$ cat src/rtl/regfile_pkg.sv
// -----------------------------------------------------------------------------
// regfile_pkg
//   Shared constants and types for the 8-entry x 8-bit register file and its
//   write-side buffer.
//
//   REG_ADDR_W  register address width
//   REG_DATA_W  register data width
//   REG_COUNT   number of architectural registers
//   REG_ZERO    hardwired-zero register address (writes to it are dropped)
//   wb_entry_t  one pending write: destination address + data
// -----------------------------------------------------------------------------
package regfile_pkg;

    localparam int REG_ADDR_W = 3;
    localparam int REG_DATA_W = 8;
    localparam int REG_COUNT  = 8;

    localparam logic [REG_ADDR_W-1:0] REG_ZERO = '0;

    typedef struct packed {
        logic [REG_ADDR_W-1:0] addr;
        logic [REG_DATA_W-1:0] data;
    } wb_entry_t;

endpackage

$ cat src/rtl/wb_forward_match.sv
// -----------------------------------------------------------------------------
// wb_forward_match
//   Combinational youngest-match search over the write buffer entry array.
//   Only instantiated when WB_FORWARD_EN is defined.
//
//   Ports:
//     entries  in   buffer storage, indexed by physical slot
//     valid    in   per-slot valid bits
//     head     in   slot of the oldest pending write
//     count    in   number of pending writes
//     addr     in   register address being read
//     hit      out  a pending write to addr exists
//     data     out  data of the youngest such write (0 when no hit)
// -----------------------------------------------------------------------------
module wb_forward_match
    import regfile_pkg::*;
#(
    parameter  int DEPTH = 4,
    localparam int PTR_W = $clog2(DEPTH),
    localparam int CNT_W = PTR_W + 1
) (
    input  wb_entry_t               entries [DEPTH],
    input  logic [DEPTH-1:0]        valid,
    input  logic [PTR_W-1:0]        head,
    input  logic [CNT_W-1:0]        count,
    input  logic [REG_ADDR_W-1:0]   addr,
    output logic                    hit,
    output logic [REG_DATA_W-1:0]   data
);

    logic [PTR_W-1:0] slot;

    // Walk from oldest to youngest; each later match overrides the earlier
    // one, so the result is the youngest match (tail-1 has highest priority).
    always_comb begin
        hit  = 1'b0;
        data = '0;
        slot = '0;
        for (int i = 0; i < DEPTH; i++) begin
            slot = head + PTR_W'(i);
            if ((CNT_W'(i) < count) && valid[slot] &&
                (addr != REG_ZERO) && (entries[slot].addr == addr)) begin
                hit  = 1'b1;
                data = entries[slot].data;
            end
        end
    end

endmodule

$ cat src/rtl/regfile_write_buffer.sv
// -----------------------------------------------------------------------------
// regfile_write_buffer
//   Write-side front end for the register file. Accepts register writes over a
//   valid/ready handshake, queues them in an in-order FIFO and drains one per
//   cycle onto the register file write port. Writes to r0 are acknowledged and
//   dropped.
//
//   Build option:
//     WB_FORWARD_EN  when defined, pending writes are merged into the two read
//                    ports (youngest matching entry wins). When undefined the
//                    read data is a straight pass-through of the register file.
//
//   Ports:
//     clock                  single clock, all state on posedge
//     resetN                 synchronous active-low reset
//     inValid/inReady        write request handshake
//     inRegister, inData     write request destination and data
//     drainHold              suppress draining this cycle
//     regWrite               register file write enable
//     writeRegister/Data     register file write address and data (head entry)
//     readRegister1/2        read addresses (also routed to the register file)
//     rfReadData1/2          raw register file read data
//     readData1/2            read data with pending writes merged in
//     bufEmpty               no pending writes
// -----------------------------------------------------------------------------
module regfile_write_buffer
    import regfile_pkg::*;
#(
    parameter int DATA_W = 8,
    parameter int ADDR_W = 3,
    parameter int DEPTH  = 4
) (
    input  logic              clock,
    input  logic              resetN,
    input  logic              inValid,
    output logic              inReady,
    input  logic [ADDR_W-1:0] inRegister,
    input  logic [DATA_W-1:0] inData,
    input  logic              drainHold,
    output logic              regWrite,
    output logic [ADDR_W-1:0] writeRegister,
    output logic [DATA_W-1:0] writeData,
    input  logic [ADDR_W-1:0] readRegister1,
    input  logic [ADDR_W-1:0] readRegister2,
    input  logic [DATA_W-1:0] rfReadData1,
    input  logic [DATA_W-1:0] rfReadData2,
    output logic [DATA_W-1:0] readData1,
    output logic [DATA_W-1:0] readData2,
    output logic              bufEmpty
);

    localparam int PTR_W = $clog2(DEPTH);
    localparam int CNT_W = PTR_W + 1;

    logic [PTR_W-1:0] head_q,  head_d;
    logic [PTR_W-1:0] tail_q,  tail_d;
    logic [CNT_W-1:0] count_q, count_d;
    logic [DEPTH-1:0] valid_q, valid_d;
    wb_entry_t        entries_q [DEPTH];
    wb_entry_t        entries_d [DEPTH];

    logic full;
    logic empty;
    logic accept;
    logic push;
    logic pop;

    assign full  = (count_q == CNT_W'(DEPTH));
    assign empty = (count_q == '0);

    // ------------------------------------------------------------------
    // Handshake and drain controls. Reset overrides the status outputs
    // combinationally so nothing is accepted or written while resetN is low.
    // ------------------------------------------------------------------
    always_comb begin
        inReady  = resetN && !full;
        bufEmpty = !resetN || empty;
        regWrite = resetN && !empty && !drainHold;
    end

    assign accept = inValid && inReady;
    // r0 is hardwired zero: the handshake completes but nothing is stored.
    assign push   = accept && (inRegister != ADDR_W'(REG_ZERO));
    assign pop    = regWrite;

    always_comb begin
        writeRegister = entries_q[head_q].addr;
        writeData     = entries_q[head_q].data;
    end

    // ------------------------------------------------------------------
    // Next-state for pointers, occupancy, valid bits and storage.
    // Push never targets the head slot while a pop is in flight: a push
    // needs count < DEPTH and a pop needs count > 0, so tail != head
    // whenever both happen with count > 0, and pop is impossible at 0.
    // ------------------------------------------------------------------
    always_comb begin
        head_d    = head_q;
        tail_d    = tail_q;
        count_d   = count_q;
        valid_d   = valid_q;
        entries_d = entries_q;

        if (push) begin
            entries_d[tail_q] = '{addr: inRegister, data: inData};
            valid_d[tail_q]   = 1'b1;
            tail_d            = tail_q + PTR_W'(1);
        end

        if (pop) begin
            valid_d[head_q] = 1'b0;
            head_d          = head_q + PTR_W'(1);
        end

        case ({push, pop})
            2'b10:   count_d = count_q + CNT_W'(1);
            2'b01:   count_d = count_q - CNT_W'(1);
            default: count_d = count_q;
        endcase

        // Pending writes are discarded on reset; entry data is left as-is.
        if (!resetN) begin
            head_d  = '0;
            tail_d  = '0;
            count_d = '0;
            valid_d = '0;
        end
    end

    always_ff @(posedge clock) begin
        head_q  <= head_d;
        tail_q  <= tail_d;
        count_q <= count_d;
        valid_q <= valid_d;
    end

    // Storage has no reset.
    always_ff @(posedge clock) begin
        entries_q <= entries_d;
    end

    // ------------------------------------------------------------------
    // Read-port merge.
    // ------------------------------------------------------------------
`ifdef WB_FORWARD_EN
    logic              fwd_hit1;
    logic              fwd_hit2;
    logic [DATA_W-1:0] fwd_data1;
    logic [DATA_W-1:0] fwd_data2;

    wb_forward_match #(
        .DEPTH (DEPTH)
    ) u_match1 (
        .entries (entries_q),
        .valid   (valid_q),
        .head    (head_q),
        .count   (count_q),
        .addr    (readRegister1),
        .hit     (fwd_hit1),
        .data    (fwd_data1)
    );

    wb_forward_match #(
        .DEPTH (DEPTH)
    ) u_match2 (
        .entries (entries_q),
        .valid   (valid_q),
        .head    (head_q),
        .count   (count_q),
        .addr    (readRegister2),
        .hit     (fwd_hit2),
        .data    (fwd_data2)
    );

    // Same-cycle input requests are not considered: only stored entries.
    always_comb begin
        readData1 = fwd_hit1 ? fwd_data1 : rfReadData1;
        readData2 = fwd_hit2 ? fwd_data2 : rfReadData2;
    end
`else
    // Read addresses go straight to the register file; nothing here uses
    // them, nor the per-slot valid bits, without forwarding.
    logic unused_fwd;
    assign unused_fwd = ^{readRegister1, readRegister2, valid_q};

    always_comb begin
        readData1 = rfReadData1;
        readData2 = rfReadData2;
    end
`endif

endmodule

$ cat config.mk
export PLATFORM = sky130hd
export DESIGN_NAME = regfile_write_buffer
export DESIGN_NICKNAME = d
export VERILOG_FILES = /design/src/rtl/regfile_pkg.sv /design/src/rtl/wb_forward_match.sv /design/src/rtl/regfile_write_buffer.sv
export SDC_FILE = /design/constraint.sdc
export NUM_CORES = 1
export LEC_CHECK = 0
export CAP_MARGIN = 20
export CORE_MARGIN = 4
export CORE_UTILIZATION = 41
export CTS_BUF_LIST = sky130_fd_sc_hd__clkbuf_8
export DETAILED_ROUTE_END_ITERATION = 7
export MAX_ROUTING_LAYER = met4
export PLACE_DENSITY = 0.73
export SYNTH_ARGS = -nofsm -noshare
export SYNTH_HDL_FRONTEND = slang
export SYNTH_SLANG_ARGS = --single-unit
$ cat constraint.sdc
create_clock -name clock -period 8.35 [get_ports clock]
set_clock_uncertainty 0.2 [all_clocks]
set_input_delay 2.0875 -clock clock [delete_from_list [all_inputs] [get_ports clock]]
set_output_delay 2.0875 -clock clock [all_outputs]
set_load 0.05 [all_outputs]
==> out/metrics.yaml <==
status:
  outcome: "finished clean"
critical_path:
  r2r-end: "count_q[2]"
  rrSetupSlack_ns: 5.74
  required_ns: 6.06
  crit_arrival_ns: 3.95
  r2r_cells: 9
  cp_max_fo: 7
  r2r-start: "count_q[0]"
  criticalPathCategory: "input port to output pin"
  start_kind: "input port"
  cp-end-kind: "output pin"
routing:
  vias: 1050
  ant_nets: 0
  drt_iter0_markers: 70
  firstDrtPassIters: 4
  wirelength_um: 3510
  routedWlPerCell_um: 16.7
  avgViaCountPerCell: 5.00
  drc: 0
logic_synthesis:
  synthTopCellsByArea: "edfxtp_1 61%, mux4_2 11%, dfxtp_1 6.5%, buf_4 5.9%, ha_1 2.9%"
  yosys_warnings: 0
  synthSimpleGateAreaFrac: 0.0435
  yosys.area.top_type: "edfxtp_1"
  syn_nets: 167
  post_synth_mux_area_share: 0.124
  synthXorXnorAreaFrac: 0.00812
  ys_async_sr_fraction: 0
  synth_edf_count: 44
  synth_compound_area_frac: 0.0261
  synth_seq_cells: 51
  synth_adder_area_share: 0.0383
  yosysTopAreaCellShare: 0.612
  synth_top_family_by_area: "multiplexers"
  synth.avg_cell_area_um2: 17.4
  synthFlopType: "edfxtp_1"
  synth-seq-area-share: 0.677
  syn_area_um2: 2160
  yosysUniqueCellTypes: 25
  syn_inst: 124
placed_design:
  dpl_cell_area_um2: 2380
  dp_hpwl_um: 2390
  gp_congestion: 0.749
  preCtsSetupSlack_ns: 2.15
  numPortBuffers: 28
cells_and_area:
  design_area_um2: 2460
  area_growth_pct: 13.9
  layout.nets: 182
  n_antenna_cell: 0
  drive_above_1_share: 0.150
cts:
  cts_tree: "yes"
  clkTransAtPathRegs_ns: 0.08
  ctsResizeCount: 0
  clock_latency_ns: 0.29
  cts_buffers: 5
  ctsHoldBuffers: 0
  post_cts_buffers: 0
  htreeDepth: 2
  cts_buffer_depth: 2
  root_buffer: "clkbuf_8"
  cts.sinks: 51
sta:
  fmax_mhz: 160
  worst_pin_slew_ns: 0.881
  final.min_clock_period_ns: 6.23
  finalCritPeriodShare: 0.747
  fin_ws_ns: 2.12
  grt_setup_unrepaired: "no"
  setup_violations: 0
  slew_violations: 0
  max_slew_margin: 0.412
  tns_ns: 0
  finalHoldViolCount: 0
floorplan:
  die_h_um: 80.6
  rows: 26
  die_w_um: 80.6
  core_area_um2: 5110
  dieArea_um2: 6490
  io_pins: 67
  initial_core_util: 0.423
global_routing:
  antenna_found_initial: 0
  grt_max_degree: 15
  grtUsageTotal: 0.127
  grt-ovfl-total: 0
  grt_pass1_vias: 1167
  grt_pass1_wl_um: 5850
worst_hold_path:
  holdCritStartpoint: "tail_q[0]"
  hold_path_class: "flop to flop"
  min_to: "tail_q[0]"
  whs_path_depth: 2
power_and_ir_drop:
  ir_drop_uv: 83.6
  powerDensity_nw_per_um2: 208
  leakage_uw: 0.000788
run:
  cap_violations: 0
-- layout make-up --
| type | instances | area, um^2 |
|---|---|---|
| Sequential cell | 51 | 1460 |
| Fill cell | 430 | 2650 |
| Multi-Input combinational cell | 45 | 518 |
| Tap cell | 70 | 87.6 |
| Timing Repair Buffer | 28 | 280 |
| Clock buffer | 5 | 68.8 |
| Clock inverter | 3 | 11.3 |
| Inverter | 8 | 30.0 |
-- cell usage after synthesis (all sizes together) (2+ instances only) --
cell type	instances
inv	8
o31ai	3
mux2i	2
buf	20
dfxtp	7
mux4	11
ha	5
edfxtp	44
xor2	2
a21oi	3
nor2	4
and2	5
nand2	2
-- routing by layer --
layer | up-vias | part of all wire | global-route usage
met5 | - | 0 | -
met2 | 39 | 0.50 | 0.194
met1 | 526 | 0.41 | 0.149
met3 | 9 | 0.071 | 0.0538
met4 | 0 | 0.019 | 0.0490
li1 | 476 | - | -
-- worst max-delay path, stage by stage --
cell and delay [ns]:
clkdlybuf4s50_1 0.57, o31ai_1 0.17, nor2_1 0.25, clkdlybuf4s50_1 0.86
-- cell usage in the layout (no fill, tap or decap), types with 3 or more instances in the layout --
cell,instances
clkdlybuf4s50_1,28
clkbuf_8,5
ha_1,5
dfxtp_1,7
edfxtp_1,44
a21oi_1,3
nor2_1,4
and2_2,4
inv_1,9
mux4_2,11
-- worst max path at each step --
stage,startpoint,to,cells past startpoint
6_report,resetN,regWrite,4
5_1_grt,resetN,regWrite,4
4_1_cts,resetN,regWrite,4
3_5_place_dp,resetN,regWrite,4
3_3_place_gp,resetN,regWrite,4
2_1_floorplan,resetN,regWrite,2
-- sequential cells by signal (all words and copies together) (netlist names) --
register and cells:
count_q 3, entries_q 44, tail_q 2, head_q 2
-- where the power goes --
group	internal, uW	switching (uW)	total (uW)
clock	56.0	70.6	127
sequential	287	9.68	296
combinational	36.9	50.4	87.3
-- through the flow --
stage	hold WS (ns)	std cells	utilization	total power (uW)
after floorplan	0.267	124	-	381
after global placement	0.282	202	0.465	388
after detailed placement	0.309	202	0.465	391
after CTS	0.320	210	0.481	517
after global routing	0.353	210	0.481	535
final	0.320	210	0.481	510
-- logic make-up after synthesis --
family / count (synthesis)
AND/OR/NAND/NOR: 16
XOR/XNOR: 2
AO/OA/AOI/OAI: 8
buffers and inverters: 28
multiplexers: 13
flip-flops: 51
adder cells (fa/ha/maj): 6
Note: power is estimated with default switching activity, not from simulation.
